**config.mk**
```make
export PLATFORM = sky130hd
export DESIGN_NAME = rom_load_sequencer_flat
export DESIGN_NICKNAME = d
export VERILOG_FILES = /design/src/rtl/rom_load_sequencer_if.sv /design/src/rtl/rom_load_sequencer.sv /design/src/flat_wrapper.sv
export SDC_FILE = /design/constraint.sdc
export NUM_CORES = 1
export LEC_CHECK = 0
export CAP_MARGIN = 30
export CORE_ASPECT_RATIO = 0.7
export CORE_UTILIZATION = 55
export DETAILED_ROUTE_END_ITERATION = 8
export DONT_BUFFER_PORTS = 1
export GPL_ROUTABILITY_DRIVEN = 0
export PLACE_DENSITY = 0.7
export SLEW_MARGIN = 40
export SYNTH_ARGS = -nofsm -noshare
export SYNTH_HDL_FRONTEND = slang
export SYNTH_SLANG_ARGS = --single-unit
```
**constraint.sdc**
```tcl
create_clock -name clk -period 2.6 [get_ports clk]
set_input_delay 0.52 -clock clk [delete_from_list [all_inputs] [get_ports clk]]
set_output_delay 0.52 -clock clk [all_outputs]
set_load 0.01 [all_outputs]
```
**src/rtl/rom_load_sequencer_if.sv**
```systemverilog
// rom_load_sequencer_if
//   Bundles the HPS download port and the core ROM write port that pass
//   through the ROM load sequencer.
//   Signals:
//     dn_download  download in progress (level)
//     dn_wr        byte write strobe, one cycle per byte
//     dn_addr      16-bit byte address of the download stream
//     dn_data      byte data
//     rom_we       one-hot region write enable (NUM_REGIONS wide)
//     rom_addr     byte offset within the selected region
//     rom_data     write data to the ROM region
//   Modports:
//     master  loader side: drives dn_*, observes rom_*
//     slave   sequencer side: observes dn_*, drives rom_*
interface rom_load_sequencer_if #(
  parameter int NUM_REGIONS = 4,
  parameter int REGION_AW   = 12
);
  logic                   dn_download;
  logic                   dn_wr;
  logic [15:0]            dn_addr;
  logic [7:0]             dn_data;
  logic [NUM_REGIONS-1:0] rom_we;
  logic [REGION_AW-1:0]   rom_addr;
  logic [7:0]             rom_data;

  modport master (
    output dn_download, dn_wr, dn_addr, dn_data,
    input  rom_we, rom_addr, rom_data
  );

  modport slave (
    input  dn_download, dn_wr, dn_addr, dn_data,
    output rom_we, rom_addr, rom_data
  );
endinterface

```
**src/rtl/rom_load_sequencer.sv**
```systemverilog
// rom_load_sequencer
//   Routes the HPS ROM download stream into the core's ROM regions and owns
//   the core reset. Each accepted byte becomes a one-hot region strobe one
//   clock later. The core stays in reset while loading and for HOLD_CYCLES
//   clocks afterwards; a short download parks the sequencer in ERROR with
//   the core held in reset until a new download starts.
//   Ports:
//     clk         system clock
//     reset_n     asynchronous active-low reset
//     bus         download/ROM bundle (slave modport)
//     user_reset  reset request from menu/button (level)
//     core_reset  registered active-high reset to the game core
//     load_ok     last download reached EXPECTED_BYTES
//     load_err    last download was short
//     byte_count  accepted bytes of the current/last download (saturating)
//     checksum    additive mod-256 checksum of accepted bytes
//   Build option:
//     LOADER_CHECKSUM_EN  when defined the checksum accumulator is built;
//                         otherwise checksum is tied to 8'h00.
module rom_load_sequencer #(
  parameter int NUM_REGIONS    = 4,
  parameter int REGION_AW      = 12,
  parameter int EXPECTED_BYTES = 16384,
  parameter int HOLD_CYCLES    = 1024
) (
  input  logic                 clk,
  input  logic                 reset_n,
  rom_load_sequencer_if.slave  bus,
  input  logic                 user_reset,
  output logic                 core_reset,
  output logic                 load_ok,
  output logic                 load_err,
  output logic [16:0]          byte_count,
  output logic [7:0]           checksum
);
  localparam int              CNT_W      = $clog2(HOLD_CYCLES + 1);
  localparam logic [CNT_W-1:0] HOLD_LOAD = CNT_W'(HOLD_CYCLES);
  localparam logic [16:0]     ADDR_LIMIT = 17'(NUM_REGIONS) << REGION_AW;
  localparam logic [16:0]     EXP_COUNT  = 17'(EXPECTED_BYTES);

  typedef enum logic [2:0] {
    S_IDLE  = 3'd0,
    S_LOAD  = 3'd1,
    S_HOLD  = 3'd2,
    S_RUN   = 3'd3,
    S_ERROR = 3'd4
  } state_t;

  function automatic logic [16:0] sat_inc(input logic [16:0] v);
    return (v == '1) ? v : v + 17'd1;
  endfunction

  state_t                 r_state;
  logic [CNT_W-1:0]       r_hold_cnt;
  logic                   r_core_reset;
  logic                   r_load_ok;
  logic                   r_load_err;
  logic [16:0]            r_byte_count;
  logic [NUM_REGIONS-1:0] r_rom_we;
  logic [REGION_AW-1:0]   r_rom_addr;
  logic [7:0]             r_rom_data;

  logic                   w_accept;
  logic                   w_enter_load;
  logic [2:0]             w_region;
  logic [NUM_REGIONS-1:0] w_region_we;
  logic [16:0]            w_count_next;

  // Only the LOAD state looks at dn_wr; the edge on which dn_download rises
  // still sees the previous state, so that cycle's write is dropped.
  assign w_accept     = (r_state == S_LOAD) && bus.dn_wr &&
                        ({1'b0, bus.dn_addr} < ADDR_LIMIT);
  // Every state other than LOAD jumps to LOAD on dn_download, and that
  // outranks user_reset everywhere.
  assign w_enter_load = (r_state != S_LOAD) && bus.dn_download;
  assign w_region     = bus.dn_addr[REGION_AW+2:REGION_AW];
  assign w_region_we  = NUM_REGIONS'(1) << w_region;
  // A write in the same cycle dn_download falls still counts toward the
  // length check.
  assign w_count_next = w_accept ? sat_inc(r_byte_count) : r_byte_count;

  // Write path register stage: strobe for exactly one cycle, address/data hold.
  always_ff @(posedge clk or negedge reset_n) begin
    if (!reset_n) begin
      r_rom_we   <= '0;
      r_rom_addr <= '0;
      r_rom_data <= '0;
    end else begin
      r_rom_we <= '0;
      if (w_accept) begin
        r_rom_we   <= w_region_we;
        r_rom_addr <= bus.dn_addr[REGION_AW-1:0];
        r_rom_data <= bus.dn_data;
      end
    end
  end

  // Sequencer state, hold counter and status registers.
  always_ff @(posedge clk or negedge reset_n) begin
    if (!reset_n) begin
      r_state      <= S_IDLE;
      r_hold_cnt   <= '0;
      r_core_reset <= 1'b1;
      r_load_ok    <= 1'b0;
      r_load_err   <= 1'b0;
      r_byte_count <= '0;
    end else begin
      // Derived from the state before this edge, so core_reset lags every
      // transition into or out of RUN by one clock.
      r_core_reset <= (r_state != S_RUN);
      if (w_enter_load) begin
        r_state      <= S_LOAD;
        r_byte_count <= '0;
        r_load_ok    <= 1'b0;
        r_load_err   <= 1'b0;
      end else begin
        case (r_state)
          S_LOAD: begin
            r_byte_count <= w_count_next;
            if (!bus.dn_download) begin
              if (w_count_next >= EXP_COUNT) begin
                r_load_ok  <= 1'b1;
                r_hold_cnt <= HOLD_LOAD;
                r_state    <= S_HOLD;
              end else begin
                r_load_err <= 1'b1;
                r_state    <= S_ERROR;
              end
            end
          end
          S_HOLD: begin
            // A held user_reset keeps reloading, stretching the hold.
            if (user_reset) begin
              r_hold_cnt <= HOLD_LOAD;
            end else if (r_hold_cnt == CNT_W'(1)) begin
              r_state <= S_RUN;
            end else begin
              r_hold_cnt <= r_hold_cnt - CNT_W'(1);
            end
          end
          S_RUN: begin
            if (user_reset) begin
              r_hold_cnt <= HOLD_LOAD;
              r_state    <= S_HOLD;
            end
          end
          S_IDLE, S_ERROR: begin
            // Both wait for a new download; ERROR ignores user_reset.
          end
          default: r_state <= S_IDLE;
        endcase
      end
    end
  end

`ifdef LOADER_CHECKSUM_EN
  logic [7:0] r_checksum;

  always_ff @(posedge clk or negedge reset_n) begin
    if (!reset_n) begin
      r_checksum <= '0;
    end else if (w_enter_load) begin
      r_checksum <= '0;
    end else if (w_accept) begin
      r_checksum <= r_checksum + bus.dn_data;
    end
  end

  assign checksum = r_checksum;
`else
  assign checksum = 8'h00;
`endif

  assign bus.rom_we   = r_rom_we;
  assign bus.rom_addr = r_rom_addr;
  assign bus.rom_data = r_rom_data;
  assign core_reset   = r_core_reset;
  assign load_ok      = r_load_ok;
  assign load_err     = r_load_err;
  assign byte_count   = r_byte_count;
endmodule

```
**src/flat_wrapper.sv**
```systemverilog
// flat-port wrapper written by rule: the top's interface ports become plain ports
module rom_load_sequencer_flat 
#(
  parameter int NUM_REGIONS    = 4,
  parameter int REGION_AW      = 12,
  parameter int EXPECTED_BYTES = 16384,
  parameter int HOLD_CYCLES    = 1024
)
  (clk, reset_n, user_reset, core_reset, load_ok, load_err, byte_count, checksum, bus_dn_download, bus_dn_wr, bus_dn_addr, bus_dn_data, bus_rom_we, bus_rom_addr, bus_rom_data);
  rom_load_sequencer_if #(.NUM_REGIONS(NUM_REGIONS), .REGION_AW(REGION_AW)) bus_i ();
  input  logic clk;
  input  logic reset_n;
  input  logic user_reset;
  output logic core_reset;
  output logic load_ok;
  output logic load_err;
  output logic [16:0] byte_count;
  output logic [7:0] checksum;
  input wire logic [$bits(bus_i.dn_download)-1:0] bus_dn_download;
  input wire logic [$bits(bus_i.dn_wr)-1:0] bus_dn_wr;
  input wire logic [$bits(bus_i.dn_addr)-1:0] bus_dn_addr;
  input wire logic [$bits(bus_i.dn_data)-1:0] bus_dn_data;
  output wire logic [$bits(bus_i.rom_we)-1:0] bus_rom_we;
  output wire logic [$bits(bus_i.rom_addr)-1:0] bus_rom_addr;
  output wire logic [$bits(bus_i.rom_data)-1:0] bus_rom_data;
  assign bus_i.dn_download = bus_dn_download;
  assign bus_i.dn_wr = bus_dn_wr;
  assign bus_i.dn_addr = bus_dn_addr;
  assign bus_i.dn_data = bus_dn_data;
  assign bus_rom_we = bus_i.rom_we;
  assign bus_rom_addr = bus_i.rom_addr;
  assign bus_rom_data = bus_i.rom_data;
  rom_load_sequencer #(.NUM_REGIONS(NUM_REGIONS), .REGION_AW(REGION_AW), .EXPECTED_BYTES(EXPECTED_BYTES), .HOLD_CYCLES(HOLD_CYCLES)) u_core (.clk(clk), .reset_n(reset_n), .bus(bus_i), .user_reset(user_reset), .core_reset(core_reset), .load_ok(load_ok), .load_err(load_err), .byte_count(byte_count), .checksum(checksum));
endmodule
```
* Word level (Yosys, flattened, before mapping) *
Index checks and enable logic that the tools add are counted.

word-level totals
  register bits after elaboration = 58
  bits of input ports = 29
  logic and storage cells = 72

cells by class
  bitwise logic cells = 1
  shift operators = 1
  order comparisons = 2
  reductions and logical operators = 12
  eq/ne operators = 19
  mux-type cells = 26
  $add $sub $neg = 2

operators by type and width
  kind                                                                                    number
  17-bit two-way mux                                                                      4
  11-bit two-way mux                                                                      5
  11-bit one-hot mux with 3 select lines                                                  1
  3-bit two-way mux                                                                       6
  17-bit by 1-bit adder with 17-bit output (second input constant)                        1
  17-bit equality test (second input constant)                                            1
  17-bit by 15-bit greater-or-equal comparator with 1-bit output (second input constant)  1
  16-bit by 15-bit less-than comparator with 1-bit output (second input constant)         1
  3-bit by 2-bit inequality test with 1-bit output (second input constant)                4
  3-bit one-hot mux with 4 select lines                                                   1
  11-bit by 1-bit equality test with 1-bit output (second input constant)                 1
  11-bit by 1-bit subtractor with 11-bit output (second input constant)                   1
  1-bit two-way mux                                                                       8
  3-bit by 2-bit equality test with 1-bit output (second input constant)                  2
  2-bit by 1-bit inequality test with 1-bit output (second input constant)                3
  2-bit inequality test (second input constant)                                           3
  3-bit by 1-bit inequality test with 1-bit output (second input constant)                2
  3-bit AND reduction                                                                     2
  6-bit AND reduction                                                                     1
  5-bit AND reduction                                                                     1
  4-bit two-way mux                                                                       1
  2-bit nonzero test                                                                      2
  1-bit by 3-bit << shifter with 4-bit output (first input constant)                      1
  3-bit by 1-bit equality test with 1-bit output (second input constant)                  1
  7 further kinds                                                                         9

* Depth between registers and ports, before layout *
Gate-level depths: netlist of the first run.

  word-level depth = 9
  gate-level depth with buffers = 8
  mapped depth without buffers = 7

* Worst setup path after synthesis of the first run *
OpenSTA, ideal clock, no wires.

  path type = reg2reg
  start point = reg u_core.r_hold_cnt[0]
  end point = reg u_core.r_hold_cnt[10]
  path buffers = 0
  arrival = 2199 ps
  cell stages (with the launch flop) = 8
  path slack = 324 ps
  library setup time = 78 ps
  required time = 2522 ps
  clock period less this slack = 2276 ps
  cells stage by stage = dfrtp_1 inv_1 ha_1 or4b_4 or4_4 or3_4 a211oi_2 o2bb2ai_1

on the way
  longest elaborated chain between the ends = 4

ends and longest elaborated chain
  item                                           line                       source
  start, declared                                rom_load_sequencer.sv:54   logic [CNT_W-1:0] r_hold_cnt;
  start signal, assigned                         rom_load_sequencer.sv:138  r_hold_cnt <= r_hold_cnt - CNT_W'(1);
  11-bit by 1-bit subtractor with 11-bit output  rom_load_sequencer.sv:138
  11-bit two-way mux                             rom_load_sequencer.sv:135  end else if (r_hold_cnt == CNT_W'(1)) begin
  11-bit two-way mux                             rom_load_sequencer.sv:133  if (user_reset) begin
  11-bit one-hot mux with 3 select lines         rom_load_sequencer.sv:117  case (r_state)

Several ways; a longest one is shown, not always the timed one. The select of a mux whose other input is x is not followed.
A chain may end at the register's enable or synchronous reset.

* Worst setup path in the final report of the first run *
Ends and elaborated chain as after synthesis.

==> results of run 1 <==
how the worst max path moves through the flow:
stage / end / slack (ns)
2_1_floorplan: u_core.r_hold_cnt[10]$_DFFE_PN0P_ / 0.32
3_5_place_dp: u_core.r_hold_cnt[10]$_DFFE_PN0P_ / 0.20
6_report: u_core.r_hold_cnt[10]$_DFFE_PN0P_ / 0.19
3_3_place_gp: u_core.r_hold_cnt[10]$_DFFE_PN0P_ / 0.28
5_1_grt: u_core.r_hold_cnt[10]$_DFFE_PN0P_ / 0.04
4_1_cts: u_core.r_hold_cnt[10]$_DFFE_PN0P_ / 0.19
cell usage after synthesis (3+ instances only):
cell type,n
nand2_1,24
o211ai_1,4
ha_1,3
o21ai_0,12
nor3b_1,5
inv_1,9
nor3_1,8
nand3_1,8
a31oi_1,3
and3_1,4
a2bb2oi_1,3
clkbuf_1,7
o31ai_1,4
nor4_1,4
or3_1,4
mux2_2,21
buf_4,8
and4_1,4
nor4b_1,3
mux2i_1,12
nor2_1,17
a21oi_1,6
dfrtp_1,57
nand4_1,8
critical path, stage by stage (launching register included):
cell and delay [ns]:
dfrtp_1 0.41, inv_1 0.10, ha_1 0.20, or4b_4 0.49, or4_4 0.44, or3_4 0.34, a211oi_2 0.22, o2bb2ai_1 0.14
sequential cells by signal (all words and copies together) (netlist names):
signal	count
u_core.byte_count	17
u_core.load_err	1
u_core.load_ok	1
u_core.core_reset	1
u_core.bus.rom_we	4
u_core.bus.rom_data	8
u_core.r_state	3
u_core.r_hold_cnt	11
u_core.bus.rom_addr	12
kinds of logic (layout without fill, tap and decap cells):
logic type / after synthesis / count (layout) / share of synthesized area
muxes: 33 / 33 / 0.126
other: 1 / 8 / 0.00133
AOI/OAI and AO/OA: 43 / 43 / 0.102
DFF: 58 / 58 / 0.514
adders and majority gates: 3 / 3 / 0.0133
buffers and inverters: 27 / 32 / 0.0474
and+or+nand+nor: 99 / 99 / 0.196
cells in the final DEF (no fill, tap or decap), types with 3 or more instances in the layout:
cell type / synthesis / final
dfrtp_1: 57 / 57
nand2_1: 24 / 24
mux2_2: 21 / 21
nor2_1: 17 / 17
o21ai_0: 12 / 12
mux2i_1: 12 / 12
clkbuf_8: 0 / 10
inv_1: 9 / 9
nand3_1: 8 / 8
nor3_1: 8 / 8
nand4_1: 8 / 8
conb_1: 1 / 8
a21oi_1: 6 / 6
buf_4: 8 / 6
nor3b_1: 5 / 5
nor4_1: 4 / 4
and4_1: 4 / 4
o211ai_1: 4 / 4
and3_1: 4 / 4
or3_1: 4 / 4
o31ai_1: 4 / 4
nor4b_1: 3 / 3
a31oi_1: 3 / 3
a2bb2oi_1: 3 / 3
ha_1: 3 / 3
area by class of cell:
type | instances | share of cell area
Tap cell | 69 | 0.0276
Timing Repair Buffer | 7 | 0.0232
Clock inverter | 5 | 0.0248
Inverter | 9 | 0.0108
Clock buffer | 11 | 0.0452
Multi-Input combinational cell | 186 | 0.404
Sequential cell | 58 | 0.464
power groups by stage:
| stage | Clock [mW] | Combinational (mW) | Sequential [mW] |
|---|---|---|---|
| final | 0.918 | 0.229 | 1.11 |
| after global routing | 0.973 | 0.255 | 1.13 |
| after CTS | 0.936 | 0.232 | 1.11 |
| after detailed placement | 0 | 0.210 | 1.13 |
| after global placement | 0 | 0.203 | 1.13 |
| after floorplan | 0 | 0.190 | 1.10 |
metal layers:
layer  GRT usage  share of wire  up-vias
met4      0.0773         0.0057        0
met2       0.338           0.43       89
met1       0.333           0.48      982
met3      0.0911          0.082        5
li1            -              -      972
met5           0              0        -
through the flow:
stage | total power, mW | instances
finish | 2.26 | 345
global route | 2.35 | 345
CTS | 2.28 | 345
detailed placement | 1.34 | 328
global placement | 1.33 | 328
floorplan | 1.29 | 271
timing repair:
| action | CTS | global route |
|---|---|---|
| setup endpoints to repair | 0 | 0 |
| hold buffers | 1 | 0 |
| hold endpoints to repair | 57 | 0 |
| setup buffers | 0 | 0 |
==> metrics.md, run 1 <==
| Metric | Value |
|---|---|
| Status | finished clean |
| FF-to-FF setup slack | approximately 0.19 ns |
| Share of cells above drive strength 1 | 0.185 |
| Clock sinks | 58 |
| # DRC | 0 |
| Crit. End Element | flop |
| Fmax | 415 MHz |
| Initial core utilization | 0.581 |
| Worst Skew | between 0.007 and 0.008 ns |
| Post-synth EDFFs | 0 |
| Post-CTS Resized | 0 |
| Crit Reg-Reg Startpoint | u_core.r_hold_cnt[0]$_DFFE_PN0P_ |
| IO Pins | 81 |
| Internal Power | ~1.7 mW |
| Via-to-Cell Ratio | about 6 |
| Slew of the pin with the lowest slew margin | 0.562 ns |
| Via count | about 2,000 |
| Cell Area, Synth | ~0.0028 mm2 |
| Final hold vios | 0 |
| Die span in x | between 80 and 90 um |
| Max-Cap Viols | 0 |
| Core ar. | just under 0.005 mm2 |
| Vias in the first global route | 1,913 |
| Worst R2R Path Depth | 7 |
| Kind of critical path | reg2reg |
| Post-route cell area | 0.00313 mm2 |
| Data arrival time of the worst path | 2.66 ns |
| Grt total ovfl | 0 |
| Crit path launch | u_core.r_hold_cnt[0]$_DFFE_PN0P_ |
| Worst min-delay path category | in2async |
| Final setup TNS | 0 ns |
| Initial drt markers | approximately 190 |
| CTS tree | built |
| Final hold slack | about 0.033 ns |
| Register area | 0.00145 mm2 |
| Area grow syn2layout | 10.8% |
| Largest net degree at the start of global routing | between 50 and 60 |
| Critical Path RT | roughly 2.9 ns |
| DP Worst Slack | approximately 0.2 ns |
| Num rows | 21 |
| Port Buffers | 0 |
| Filler Cells Inserted | between 400 and 500 |
| Post-synth ARST share | 1.00 |
| Initial antenna violation count | 0 |
| Syn_area_per_cell | around 11 um2 |
| Routed wire per std cell | 16.8 um |
| Clk_lat worst skew | between 0.3 and 0.4 ns |
| Final WL | 5800 um |
| Maximum vdd drop | 0.533 mV |
| CP Launch Type | flop |
| Register share of total power | 0.492 |
| Setup ws final | around 0.19 ns |
| Yosys top cell area share | 0.505 |
| Ranking of synthesized cells by area | dfrtp_1 (50%), mux2_2 (8.4%), mux2i_1 (4.2%), nand2_1 (3.2%), nor2_1 (2.3%) |
| Sequential area share after synthesis | 0.514 |
| Clock power frac | 0.407 |
| Post-synth top flop | dfrtp_1 |
| Drt pass-1 iters | 4 |
| Leakage | 1.42 nW |
| Core Util, Final | 0.644 |
| Max_slew headroom | 0.624 |
| H-tree levels | 3 |
| PwrDens | roughly 720 mW/mm2 |
| First-pass GRT wire length | around 9500 um |
| FF+latch count, synth | between 50 and 60 |
| Area leader, netlist | dfrtp_1 |
| Die ar. | between 0.005 and 0.006 mm2 |
| Max clock buf depth | 2 |
| Final ANT Viol Nets | 0 |
| Root Driver | clkbuf_8 |
| Cells after Synth | approximately 260 |
| Fin. max-slew vios | 0 |
| Footprint of the multi-input gates | roughly 0.0013 mm2 |
| All-layer global routing usage | 0.236 |
| Sw power | around 0.58 mW |
| Ys Warns | 0 |
| Comb pwr share | 0.102 |
| Clock transition at path regs | approximately 0.070 ns |
| Final Setup Violations | 0 |
| Period utilization | 0.927 |
| CTS buffer count | 9 |
| DP Wirelength | approximately 4000 um |
| Distinct cells, synth | 46 |
| End of the worst register-to-register path | u_core.r_hold_cnt[10]$_DFFE_PN0P_ |
| RSZ-0062 raised after global routing | no |
| Crit path time final | roughly 2.4 ns |
| Ant diodes | 0 |
| Placed Area | around 0.0029 mm2 |
| Worst-path fanout max | 4 |
| Die height | just over 60 um |
| Sw frac | 0.256 |
| Nets | roughly 300 |
(Power assumes the default switching activity.)
==> inputs of run 2 (changes only) <==
SKIP_LAST_GASP = 1   (was not set)
==> results of run 2 <==
Same layout as run 1: the final DEF is identical, and so are final timing and power.
==> inputs of run 3 (changes only) <==
CELL_PAD_IN_SITES_DETAIL_PLACEMENT = 1   (was not set)
CELL_PAD_IN_SITES_GLOBAL_PLACEMENT = 2   (was not set)
CORE_MARGIN = 2   (was not set)
CORE_UTILIZATION = 39   (was 55)
PLACE_DENSITY = not set   (was 0.7)
PLACE_DENSITY_LB_ADDON = 0.1   (was not set)
==> run 3 against run 2 <==
Wire length rose by 21%. Clock power fell by 5.2%. Register-to-register slack barely moved. Combinational power rose by 4%. Core utilization fell by 19 points. Non-clock buffer count did not move. Worst setup slack got worse by 0.0010 ns. Count of clock-buffer cells in the layout rose by 1. Sequential share of layout area fell by 0.26 points. Critical path type unchanged. Largest cell class unchanged. Highest routed layer unchanged.
==> metrics.md, run 3 (same netlist as run 1, synthesis figures left out) <==
| Metric | Value |
|---|---|
| Status | finished clean |
| Clock transition at path regs | around 0.070 ns |
| Placed Area | ~0.0029 mm2 |
| Placed cell count | about 350 |
| Met3 WL | 671 um |
| Share of cells above drive strength 1 | 0.185 |
| Routed met2 length | between 2000 and 3000 um |
| Crit. End Element | flop |
| Area grow syn2layout | 11.4% |
| RSZ-0062 raised after global routing | no |
| CTS buffer count | 9 |
| # DRC | 0 |
| Fin. max-slew vios | 0 |
| Initial drt markers | between 100 and 150 |
| Die ar. | roughly 0.008 mm2 |
| DP Worst Slack | 0.181 ns |
| Critical Path, Cell by Cell | inv_1, ha_1, or4b_4, or4_4, or3_4, a211oi_2, o2bb2ai_1 |
| PwrDens | 706 mW/mm2 |
| Most frequent cells in the layout | dfrtp_1 (57), nand2_1 (24), mux2_2 (21), nor2_1 (17) |
| Setup ws final | around 0.19 ns |
| CTS tree | built |
| Worst-path fanout max | 4 |
| Final hold vios | 0 |
| Initial core utilization | 0.411 |
| Root Driver | clkbuf_8 |
| Die span in x | 106 um |
| Core ar. | 0.00688 mm2 |
| Crit path time final | approximately 2.4 ns |
| IO Pins | between 80 and 90 |
| CP Launch Type | flop |
| Clock sinks | 58 |
| Levels on crit path | 7 |
| Leakage | between 1 and 1.5 nW |
| Core Util, Final | 0.457 |
| Worst R2R Path Depth | 7 |
| Period utilization | 0.927 |
| Top routing layer in use | met4 |
| Max incr delay on CP | between 0.4 and 0.5 ns |
| Finished Layout Cells | 370 |
| All-layer global routing usage | 0.188 |
| Worst Skew | roughly 0.0074 ns |
| Die height | between 70 and 80 um |
| Clk_lat worst skew | 0.33 ns |
| Maximum vdd drop | 0.431 mV |
| DP Wirelength | approximately 5000 um |
| Critical path's slowest cell | or4b_4 |
| Largest net degree at the start of global routing | 58 |
| Commonest non-fill, non-tap cell in the layout | dfrtp_1 |
| H-tree levels | 3 |
| Final ANT Viol Nets | 0 |
| Initial antenna violation count | 0 |
| Max clock buf depth | 2 |
| Via-to-Cell Ratio | 5.65 |
| Final Setup Violations | 0 |
| Grt total ovfl | 0 |
| Buf/Inv on CP | 1 |
| Vias in the first global route | slightly above 2,000 |
| Via count | 2,089 |
| Final setup TNS | 0 ns |
| Data arrival time of the worst path | roughly 2.7 ns |
| Max reg flops | 17 |
| Critical Path RT | around 2.9 ns |
| Final WL | around 7000 um |
| Port Buffers | 0 |
| First-pass GRT wire length | about 11,000 um |
| Nets | 303 |
| Power, Total | 2.22 mW |
| Met1 WL | roughly 3500 um |
| Max_slew headroom | 0.547 |
| Routed wire per std cell | about 19 um |
| Max-Cap Viols | 0 |
| Final hold slack | ~0.024 ns |
| Post-CTS Resized | 0 |
| CP delay by family, top | simple AND/OR/NAND/NOR gates |
| Num rows | 25 |
| Slew of the pin with the lowest slew margin | 0.670 ns |
| Post-route cell area | around 0.0031 mm2 |
| Worst min-delay path category | in2async |
| Drt pass-1 iters | 4 |
| Ant diodes | 0 |
| Kind of critical path | reg2reg |
| Fmax | about 410 MHz |
run 3: path summary, 6_finish.rpt:
path                       slack, ns                           endpoint                        startpoint
min in group clk                0.25     u_core.bus.rom_we[2]$_DFF_PN0_                   bus_dn_addr[12]
max in group asynchronous       2.29     u_core.bus.rom_we[0]$_DFF_PN0_                           reset_n
max                             0.19  u_core.r_hold_cnt[10]$_DFFE_PN0P_  u_core.r_hold_cnt[0]$_DFFE_PN0P_
min reg2reg                     0.54   u_core.r_hold_cnt[9]$_DFFE_PN0P_  u_core.r_hold_cnt[9]$_DFFE_PN0P_
min                             0.02        u_core.core_reset$_DFF_PN1_                           reset_n
max reg2reg                     0.19  u_core.r_hold_cnt[10]$_DFFE_PN0P_  u_core.r_hold_cnt[0]$_DFFE_PN0P_
run 3: report_power, final:
part | internal [mW] | total, mW | switching [mW] | leakage [nW]
sequential | 0.996 | 1.11 | 0.118 | 0.757
combinational | 0.120 | 0.238 | 0.117 | 0.549
clock | 0.494 | 0.870 | 0.376 | 0.0986
total | 1.61 | 2.22 | 0.611 | 1.40
run 3: layout make-up:
type,count,area [um2]
clock buffers,12,155
clock inverters,4,50.0
fillers,766,3730
inverters,9,33.8
multi-input cells,186,1270
flip-flops and latches,58,1450
well taps,94,118
repair buffers,7,72.6
run 3: worst reg2reg max path: cells and delay by family, from the launching register on:
kind | cells | cell delay (ns)
and+or+nand+nor | 3 | 1.28
DFF | 1 | 0.41
AOI/OAI and AO/OA | 2 | 0.35
adders and majority gates | 1 | 0.21
buffers and inverters | 1 | 0.10
run 3: metal layers:
metal  track usage  up-vias
li1              -      971
met1         0.265     1034
met2         0.263       80
met3        0.0762        4
met4        0.0614        0
met5             0        -
run 3: what timing repair did:
action	CTS	global route
hold endpoints to repair	57	0
hold buffers	1	0
buffers inserted	0	0
endpoints found under the setup margin	0	0
